$ cat src/rtl/mem_flash_loader.sv
// Byte-stream boot loader: length-prefixed little-endian stream in, one flash write per 32-bit word.
// Optional trailing XOR checksum byte is enabled by defining FLASH_LOADER_CHECKSUM_EN.
module mem_flash_loader #(
    parameter int unsigned WIDTH  = 32,
    parameter int unsigned ADDR_W = 11
) (
    input  logic              i_clk,
    input  logic              i_rst,
    input  logic              i_start,
    input  logic              i_in_valid,
    output logic              o_in_ready,
    input  logic [7:0]        i_in_data,
    output logic              o_flash_en,
    output logic [ADDR_W-1:0] o_flash_addr,
    output logic [WIDTH-1:0]  o_flash_data,
    output logic              o_busy,
    output logic              o_done,
    output logic              o_err
);

    // Largest accepted word count; one bit wider than the length field so 2**16 still fits.
    localparam logic [16:0] LenMax = 17'(2 ** ADDR_W);

    typedef enum logic [2:0] {
        StIdle,
        StLenLo,
        StLenHi,
        StData,
        StWrite,
`ifdef FLASH_LOADER_CHECKSUM_EN
        StCsum,
`endif
        StDone
    } state_e;

    state_e              r_state;
    logic [7:0]          r_len_lo;
    logic [15:0]         r_words_left;
    logic [ADDR_W-1:0]   r_addr;
    logic [1:0]          r_byte_idx;
    logic [WIDTH-1:0]    r_word;
    logic                r_in_ready;
    logic                r_flash_en;
    logic [ADDR_W-1:0]   r_flash_addr;
    logic [WIDTH-1:0]    r_flash_data;
    logic                r_busy;
    logic                r_done;
    logic                r_err;
`ifdef FLASH_LOADER_CHECKSUM_EN
    logic [7:0]          r_csum;
`endif

    logic                w_accept;
    logic [15:0]         w_len;
    logic                w_len_too_big;
    logic [WIDTH-1:0]    w_word;

    assign w_accept      = i_in_valid & r_in_ready;
    assign w_len         = {i_in_data, r_len_lo};
    assign w_len_too_big = {1'b0, w_len} > LenMax;

    // Word as it will be once the current (final) byte lands in the top lane.
    always_comb begin
        w_word                = r_word;
        w_word[WIDTH-1 -: 8]  = i_in_data;
    end

    always_ff @(posedge i_clk) begin
        if (!i_rst) begin
            r_state      <= StIdle;
            r_len_lo     <= '0;
            r_words_left <= '0;
            r_addr       <= '0;
            r_byte_idx   <= '0;
            r_word       <= '0;
            r_in_ready   <= 1'b0;
            r_flash_en   <= 1'b0;
            r_flash_addr <= '0;
            r_flash_data <= '0;
            r_busy       <= 1'b0;
            r_done       <= 1'b0;
            r_err        <= 1'b0;
`ifdef FLASH_LOADER_CHECKSUM_EN
            r_csum       <= '0;
`endif
        end else begin
            r_flash_en <= 1'b0;
            case (r_state)
                StIdle, StDone: begin
                    if (i_start) begin
                        r_state    <= StLenLo;
                        r_in_ready <= 1'b1;
                        r_busy     <= 1'b1;
                        r_done     <= 1'b0;
                        r_err      <= 1'b0;
                        r_addr     <= '0;
                        r_byte_idx <= '0;
`ifdef FLASH_LOADER_CHECKSUM_EN
                        r_csum     <= '0;
`endif
                    end
                end
                StLenLo: begin
                    if (w_accept) begin
                        r_len_lo <= i_in_data;
                        r_state  <= StLenHi;
                    end
                end
                StLenHi: begin
                    if (w_accept) begin
                        if (w_len == 16'd0) begin
`ifdef FLASH_LOADER_CHECKSUM_EN
                            r_state    <= StCsum;
`else
                            r_state    <= StDone;
                            r_in_ready <= 1'b0;
                            r_busy     <= 1'b0;
                            r_done     <= 1'b1;
`endif
                        end else if (w_len_too_big) begin
                            // Reject without draining the rest of the stream.
                            r_state    <= StDone;
                            r_in_ready <= 1'b0;
                            r_busy     <= 1'b0;
                            r_done     <= 1'b1;
                            r_err      <= 1'b1;
                        end else begin
                            r_words_left <= w_len;
                            r_state      <= StData;
                        end
                    end
                end
                StData: begin
                    if (w_accept) begin
                        r_word[{r_byte_idx, 3'b000} +: 8] <= i_in_data;
                        r_byte_idx <= r_byte_idx + 2'd1;
`ifdef FLASH_LOADER_CHECKSUM_EN
                        r_csum     <= r_csum ^ i_in_data;
`endif
                        if (r_byte_idx == 2'd3) begin
                            r_state      <= StWrite;
                            r_in_ready   <= 1'b0;
                            r_flash_en   <= 1'b1;
                            r_flash_addr <= r_addr;
                            r_flash_data <= w_word;
                        end
                    end
                end
                StWrite: begin
                    r_addr       <= r_addr + 1'b1;
                    r_words_left <= r_words_left - 16'd1;
                    if (r_words_left == 16'd1) begin
`ifdef FLASH_LOADER_CHECKSUM_EN
                        r_state    <= StCsum;
                        r_in_ready <= 1'b1;
`else
                        r_state    <= StDone;
                        r_busy     <= 1'b0;
                        r_done     <= 1'b1;
`endif
                    end else begin
                        r_state    <= StData;
                        r_in_ready <= 1'b1;
                    end
                end
`ifdef FLASH_LOADER_CHECKSUM_EN
                StCsum: begin
                    if (w_accept) begin
                        if (i_in_data != r_csum) begin
                            r_err <= 1'b1;
                        end
                        r_state    <= StDone;
                        r_in_ready <= 1'b0;
                        r_busy     <= 1'b0;
                        r_done     <= 1'b1;
                    end
                end
`endif
                default: begin
                    r_state    <= StIdle;
                    r_in_ready <= 1'b0;
                    r_busy     <= 1'b0;
                end
            endcase
        end
    end

    assign o_in_ready   = r_in_ready;
    assign o_flash_en   = r_flash_en;
    assign o_flash_addr = r_flash_addr;
    assign o_flash_data = r_flash_data;
    assign o_busy       = r_busy;
    assign o_done       = r_done;
    assign o_err        = r_err;

    a_flash_one_cycle : assert property (@(posedge i_clk) disable iff (!i_rst)
        r_flash_en |=> !r_flash_en);
    a_no_ready_in_write : assert property (@(posedge i_clk) disable iff (!i_rst)
        r_flash_en |-> !r_in_ready);
    a_done_not_busy : assert property (@(posedge i_clk) disable iff (!i_rst)
        r_done |-> !r_busy);

endmodule

$ cat config.mk
export PLATFORM = sky130hd
export DESIGN_NAME = mem_flash_loader
export DESIGN_NICKNAME = d
export VERILOG_FILES = /design/src/rtl/mem_flash_loader.sv
export SDC_FILE = /design/constraint.sdc
export NUM_CORES = 1
export LEC_CHECK = 0
export ABC_AREA = 1
export CAP_MARGIN = 20
export CORE_ASPECT_RATIO = 1.2
export CORE_MARGIN = 3
export CORE_UTILIZATION = 50
export CTS_CLUSTER_SIZE = 10
export DETAILED_ROUTE_END_ITERATION = 7
export PLACE_DENSITY_LB_ADDON = 0.25
export SYNTH_ARGS = -nofsm -noshare
export SYNTH_HDL_FRONTEND = slang
export SYNTH_SLANG_ARGS = --single-unit
export TNS_END_PERCENT = 20
$ cat constraint.sdc
create_clock -name i_clk -period 1.9 [get_ports i_clk]
set_clock_uncertainty 0.15 [all_clocks]
set_input_delay 0.19 -clock i_clk [delete_from_list [all_inputs] [get_ports i_clk]]
set_output_delay 0.19 -clock i_clk [all_outputs]
set_load 0.01 [all_outputs]
Word level (Yosys, flattened, before mapping)
Cells that the tools add are included.
Widths: inputs -> output; s select.
{"block": "totals", "reg_bits": 120, "in_bits": 12, "output_inout_bits": 48, "word_cells": 101}
{"block": "classes", "add_sub_neg": 4, "order_cmp": 1, "eq_ne": 18, "n_shift": 2, "mux": 39, "bitwise": 3, "reduce_logical": 21}
{"cell": "$mux 16", "n": 3}
{"cell": "$bwmux 32", "n": 1}
{"cell": "$pmux 16 s2", "n": 1}
{"cell": "$shift 8x7->32 const A", "n": 1}
{"cell": "$shiftx 8x7->32", "n": 1}
{"cell": "$mux 3", "n": 8}
{"cell": "$pmux 11 s2", "n": 1}
{"cell": "$ne 2x2->1 const B", "n": 10}
{"cell": "$reduce_and 5->1", "n": 4}
{"cell": "$eq 16x1->1 const B", "n": 1}
{"cell": "$gt 16x12->1 const B", "n": 1}
{"cell": "$logic_not 16->1", "n": 1}
{"cell": "$mux 1", "n": 16}
{"cell": "$sub 16x1->16 const B", "n": 1}
{"cell": "$pmux 3 s5", "n": 1}
{"cell": "$add 11x1->11 const B", "n": 1}
{"cell": "$mux 11", "n": 1}
{"cell": "$reduce_and 3->1", "n": 3}
{"cell": "$reduce_bool 2->1", "n": 4}
{"cell": "$neg 5->7", "n": 1}
{"cell": "$reduce_and 7->1", "n": 1}
{"cell": "$eq 3x2->1 const B", "n": 2}
{"cell": "$eq 3x3->1 const B", "n": 2}
{"cell": "$reduce_and 2->1", "n": 3}
{"cell": "16 further kinds", "n": 19}

Longest topological paths before layout
Gate-level depths: netlist of run 1.
{"block": "logic_depth", "word_depth": 5, "depth_mapped": 12, "mapped_depth_nobuf": 12}

Worst setup path after synthesis of run 1
OpenSTA, ideal clock, no wires.
{"block": "synth_path", "path_type": "register -> register", "startpoint": "register r_byte_idx[0]", "endpoint": "register r_word[20]", "setup_time_ns": 0.086, "arrival_time_ns": 1.572, "required_ns": 1.664, "setup_slack_ns": 0.092, "path_stages_with_launch": 7, "path_buffers": 2, "path_cell_list": "dfxtp_1 inv_1 ha_1 clkbuf_1 clkbuf_1 a31oi_1 a211oi_1"}
{"block": "synth_between", "elab_chain_cells": 3}
{"item": "start: declaration", "line": "40", "source": "logic [1:0] r_byte_idx;"}
{"item": "start signal: assignment", "line": "136", "source": "r_byte_idx <= r_byte_idx + 2'd1;"}
{"item": "$neg 5->7 *", "line": "135", "source": "r_word[{r_byte_idx, 3'b000} +: 8] <= i_in_data;"}
{"item": "$shiftx 8x7->32 / $shift 8x7->32 (equally long branches)", "line": "135"}
{"item": "$bwmux 32 *", "line": "135"}
{"item": "end signal: indexed assignment", "line": "135"}
{"item": "end: declaration", "line": "41", "source": "logic [WIDTH-1:0] r_word;"}
Every way passes the cells marked *; elsewhere a longest branch is shown, timed or not.
A chain may end at the register's enable or synchronous reset.

Worst setup path in the final report of run 1
{"block": "layout_path", "startpoint": "input port i_in_data[0]", "endpoint": "register r_words_left[3]"}
{"block": "layout_between", "elab_chain_cells": 3}
{"item": "start: declaration", "line": "12", "source": "input logic [7:0] i_in_data,"}
{"item": "$gt 16x12->1 / $logic_not 16->1 (equally long branches)", "line": "60, 111"}
{"item": "$ne 2x2->1 (no line)"}
{"item": "$reduce_and 4->1 (no line) *"}
{"item": "end signal: assignment", "line": "128", "source": "r_words_left <= w_len;"}
{"item": "end signal: assignment", "line": "151", "source": "r_words_left <= r_words_left - 16'd1;"}
{"item": "end: declaration", "line": "38", "source": "logic [15:0] r_words_left;"}
Marks and branches as above.

==> results of run 1 <==
==> cells in the mapped netlist <==
master	count	area share, %
buf_2	16	1.6
dfxtp_1	112	45
clkinv_1	1	0.075
nor3_1	3	0.30
o21ai_4	1	0.33
nand3_2	2	0.40
buf_1	1	0.075
a31oi_1	16	2.0
nor2_8	1	0.40
nor2_4	2	0.45
o211ai_1	2	0.30
nand2_2	3	0.38
or2_2	2	0.25
a21oi_1	78	7.8
nand3_1	25	2.5
a211oi_1	21	3.2
ha_1	8	2.0
nor2_2	2	0.25
o21bai_1	1	0.15
xor2_1	2	0.35
nand2_1	106	8.0
a21oi_2	2	0.35
nor3b_1	1	0.15
o21ai_1	9	0.90
nor2_1	89	6.7
o22ai_1	1	0.13
clkbuf_1	12	0.90
nand4_1	3	0.38
buf_6	3	0.68
xnor2_1	3	0.53
o21ai_0	76	7.6
inv_1	73	5.5
inv_2	6	0.45
nor4_1	2	0.25
==> metal layers <==
layer  up-vias  routed length, um
met5         -                  0
met2       122               6283
li1       2398                  -
met3        21                557
met1      2163               5374
met4         0                245
==> area by class of cell <==
cell class | instances | area [sq um]
clock inverter | 6 | 83.83
tap | 123 | 153.9
sequential | 112 | 2246
inverter | 80 | 302.8
clock buffer | 10 | 239.0
multi-input combinational | 461 | 2310
fill | 835 | 3461
timing repair buffer | 93 | 865.8
==> registers in the layout (all words and copies together) (netlist names) <==
name,cells
o_flash_en,1
r_addr,11
o_flash_data,32
o_done,1
r_word,24
r_len_lo,8
r_words_left,16
r_byte_idx,2
o_in_ready,1
o_flash_addr,11
o_err,1
r_state,3
o_busy,1
==> repair_timing <==
item / CTS / global route
hold buffers: 0 / 0
hold endpoints to repair: 0 / 0
setup endpoints to repair: 1 / 12
resized for setup: 0 / 7
buffers inserted: 2 / 0
pin swaps: 1 / 0
==> critical path, delay by kind of cell <==
kind / cells / cell delay [ns]
compound gates: 2 / 0.36
buf+inv: 2 / 0.57
simple gates: 6 / 0.71
==> power by group <==
part           leakage (nW)  switching (mW)  internal (mW)
clock network         0.158           0.925           1.09
logic                  1.51            1.72           1.04
registers             0.906           0.234           2.57
total                  2.57            2.88           4.70
==> logic make-up after synthesis <==
logic type / Yosys count / synth area share, %
and+or+nand+nor: 241 / 20.34
AOI/OAI and AO/OA: 207 / 22.71
buffers and inverters: 112 / 9.254
xor gates and xnor gates: 5 / 0.8756
DFF: 112 / 44.82
adders and majority gates: 8 / 2.001
==> metrics by stage <==
step	area [sq um]	hold slack (ns)	power, mW
5_1_grt	6201	0.2337	8.122
2_1_floorplan	5002	0.1749	4.859
3_3_place_gp	5844	0.2878	5.427
6_report	6201	0.1986	7.576
4_1_cts	6182	0.1954	7.545
3_5_place_dp	5844	0.2949	5.504
==> how the worst max path moves through the flow <==
stage,start,depth (start not counted),end
floorplan,r_byte_idx[0],6,r_word[20]
CTS,r_state[1],7,o_flash_data[15]
finish,i_in_data[0],10,r_words_left[3]
detailed placement,i_in_data[0],11,r_words_left[5]
global route,r_words_left[2],9,r_words_left[15]
global placement,i_in_data[0],10,r_words_left[15]
==> qor.csv, run 1 <==
metric;value;unit
slowest stage delay, CP;0.42;ns
busiest grt layer;met2;
Area Overhead vs Synth;23.96;%
vias;4704;
Crit-path slowest cell;clkdlybuf4s50_1;
TritonCTS buffer count;9;
port buffer count;59;
final hold violation count;0;
IO Count;60;
Cell Count, Final, Fillers Out;885;
layout cells sized above 1;9.974;%
Final Max Tran Viols;0;
TritonCTS clock tree;done;
ANT cells;0;
nature of the critical path endpoint;flip-flop;
Hold Crit Depth;4;
Reg2Reg Launch Point;r_words_left[0];
max cap viols;0;
GR Layer Usage met1;28.13;%
crit path cell chain;clkdlybuf4s50_1 > nor2_1 > nand3_1 > nor2_1 > nand2_1 > o21ai_4 > nor2_4 > buf_4 > o21ai_0 > nor2_1;
WL/cell;14.08;um
critical path arrival;1.83;ns
initial antenna violation count;0;
Slew Limit Headroom;71.83;%
most frequent cells in the layout;109 x dfxtp_1, 106 x nand2_1, 88 x nor2_1;
Fmax;576.7;MHz
Starting Density;51.77;%
CTS max path bufs;2;
Max FO, Critical Path;7;
Worst Hold Class;in2reg;
Die Y;115.6;um
Core Area;9662;sq um
commonest non-fill, non-tap cell in the layout;dfxtp_1;
Worst R2R Path Depth;7;
Setup WS pre-CTS;-0.2103;ns
synthesized area;5002;sq um
Setup TNS;0;ns
fin nets;777;
fin crit share;91.27;%
dpl cells;867;
Hold Crit Endpoint;o_flash_data[7];
min Tclk post-route;1.734;ns
grt total ovfl;0;
DRT Pass-1 Iters;5;
Peak VDD IR;0.5770;mV
pin count of the biggest net entering global routing;45;
vias per cell;5.315;
Post-Syn Instances;685;
worst r2r dst;r_words_left[14];
Hold Startpoint;i_rst;
Seq/Total Area, Yosys;44.82;%
FF+latch count, synth;112;
CTS H-tree depth;3;
slew of the pin with the lowest slew margin;0.4226;ns
syn nets;705;
PD cells;1222;nW/um^2
overall routing resource usage;22.97;%
Chip Width;97.31;um
r2r setup slk;0.19;ns
drt total wl;12.46;mm
drt initial violations;335;
number of global-route vias before repair;4672;
Startpoint Class;input port;
Worst Setup Slack, final;0.1659;ns
crit path kind;in2reg;
Clock transition at path regs;0.08;ns
remaining antenna violation count after routing;0;
distinct cell type count after synthesis;34;
leakage;2.575;nW
worst path required time;2.00;ns
Syn Area/Cell;7.303;sq um
Clock Sinks;112;
met2 GRT Util;40.61;%
Root Driver;clkbuf_16;
Residual DRC;0;
hpwl dp;8.582;mm
clk_lat worst skew;0.36;ns
die area;11250;sq um
std cell rows;39;
CP dominant cell by count;nor2_1;
status;completed;
first-pass GRT wire length;21.49;mm
met3 Usage GRT;4.275;%
synth warn;0;
Setup-failing EPs final;0;
global placer's final weighted congestion;0.8396;
RSZ-0062 raised after global routing;no;
fin util;64.18;%
No activity file was read; power rests on OpenSTA's default activity.
==> run 2: changes to the inputs <==
- REMOVE_ABC_BUFFERS: not set -> 1
- clock period: 1.9 -> 1.6 ns (I/O delays scaled with it)
==> qor.csv, run 2 (synthesized netlist as in run 1, its figures left out) <==
metric;value;unit
r2r setup slk;-0.09;ns
clk_lat worst skew;0.36;ns
Starting Density;51.77;%
fin crit share;105.8;%
final instance area;7244;sq um
placed cell area;6212;sq um
CTS Hold Bufs;0;
ANT cells;0;
Worst R2R Path Depth;9;
nature of the critical path endpoint;flip-flop;
Slew Limit Headroom;70.64;%
RSZ-0062 raised after global routing;yes;
port buffer count;59;
Core Area;9662;sq um
drt initial violations;401;
CTS max path bufs;2;
Worst Hold Class;in2reg;
TritonCTS buffer count;9;
Reg2Reg Launch Point;r_state[2];
leakage;3.192;nW
vias;5313;
vias per cell;5.670;
crit path kind;reg2reg;
Setup-failing EPs final;59;
number of global-route vias before repair;4933;
critical path arrival;1.83;ns
Startpoint Class;flip-flop;
hpwl dp;9.298;mm
Area Overhead vs Synth;44.82;%
Worst Setup Slack, final;-0.09276;ns
fin nets;829;
Die Y;115.6;um
TritonCTS clock tree;done;
violated checks;negative setup slack;
slew of the pin with the lowest slew margin;0.4404;ns
Hold Startpoint;i_in_data[3];
Root Driver;clkbuf_16;
total power;10.35;mW
min Tclk post-route;1.693;ns
filler cell count;668;
status;complete, but fails checks;
Hold Crit Endpoint;o_flash_data[27];
most frequent cells in the layout;98 x dfxtp_1, 95 x nand2_1, 73 x nor2_1;
grt total ovfl;0;
WL/cell;17.01;um
Clock transition at path regs;0.08;ns
IO Count;60;
Final Max Tran Viols;0;
drt total wl;15.94;mm
overall routing resource usage;24.67;%
max reg flops;32;
remaining antenna violation count after routing;0;
register area;2267;sq um
CTS H-tree depth;3;
PD cells;1429;nW/um^2
Max FO, Critical Path;8;
DRT Pass-1 Iters;5;
initial antenna violation count;0;
Residual DRC;0;
Clock Sinks;112;
first-pass GRT wire length;22.68;mm
Chip Width;97.31;um
max cap viols;0;
Fmax;590.8;MHz
worst path required time;1.74;ns
multi-input logic area;2649;sq um
worst r2r dst;o_flash_data[25];
Setup TNS;-2.888;ns
global placer's final weighted congestion;0.9449;
Hold Crit Depth;3;
die area;11250;sq um
final hold violation count;0;
Peak VDD IR;0.6927;mV
layout cells sized above 1;27.03;%
commonest non-fill, non-tap cell in the layout;dfxtp_1;
std cell rows;39;
pin count of the biggest net entering global routing;43;
==> run 2: cell types whose count changed in the layout (fill, tap and decap cells not counted), sizes merged <==
cell           change
buf               +44
clkdlybuf4s50     -13
clkbuf             +7
clkinvlp           +1
dlymetal6s2s      +12
inv                -2
nand2              +1
clkinv             +1
dlygate4sd2        +1
==> run 2: critical path, stage by stage, from the launching register on <==
cell     delay, ns
dfxtp_4       0.36
inv_4         0.08
nand3_4       0.10
nor2_4        0.19
inv_4         0.07
nor2_8        0.15
buf_12        0.17
buf_6         0.13
o21ai_0       0.09
nor2_1        0.13
==> run 2: final cells by class <==
class / instances / share of cell area, %
multi-input combinational: 462 / 36.56
sequential: 112 / 31.30
timing repair buffer: 144 / 21.30
inverter: 80 / 4.214
clock buffer: 10 / 3.299
tap: 123 / 2.124
clock inverter: 6 / 1.209
==> run 2: power breakdown <==
part | internal [mW] | switching (mW) | leakage [nW]
logic | 1.93 | 2.63 | 2.13
clock network | 1.29 | 1.13 | 0.155
registers | 3.07 | 0.296 | 0.912
==> run 2: through the flow <==
stage	cells	setup WS (ns)	hold slack, ns	util [%]
floorplan	653	-0.3700	0.1305	-
global placement	906	-0.4474	0.2857	64.30
detailed placement	906	-0.5041	0.2970	64.30
CTS	924	-0.04682	0.08624	68.57
global route	937	-0.1799	0.08216	74.98
finish	937	-0.09276	0.04938	74.98
==> run 2: worst max path at each step <==
stage / start / slack, ns / cells past startpoint / endpoint
6_report: r_state[2] / -0.09 / 9 / o_flash_data[25]
4_1_cts: r_len_lo[0] / -0.05 / 9 / r_words_left[4]
2_1_floorplan: r_state[1] / -0.37 / 10 / r_words_left[5]
5_1_grt: i_in_valid / -0.18 / 13 / o_in_ready
3_5_place_dp: i_in_data[0] / -0.50 / 10 / r_words_left[12]
3_3_place_gp: i_in_data[0] / -0.45 / 10 / r_words_left[15]
==> run 2: what timing repair did <==
action,CTS,global route
resized for setup,18,159
endpoints found under the setup margin,85,99
cloned,2,9
pin swaps,4,20
buffers inserted,0,4
==> run 2: metal layers <==
layer  share of wire (%)  wire length (um)  GRT usage (%)  up-vias
met5                   0                 0              0        -
met1                  40              6359          29.68     2527
met2                  51              8173          44.15      220
li1                    -                 -              -     2513
met4                 3.2               509          9.880        0
met3                 5.6               897          4.275       53
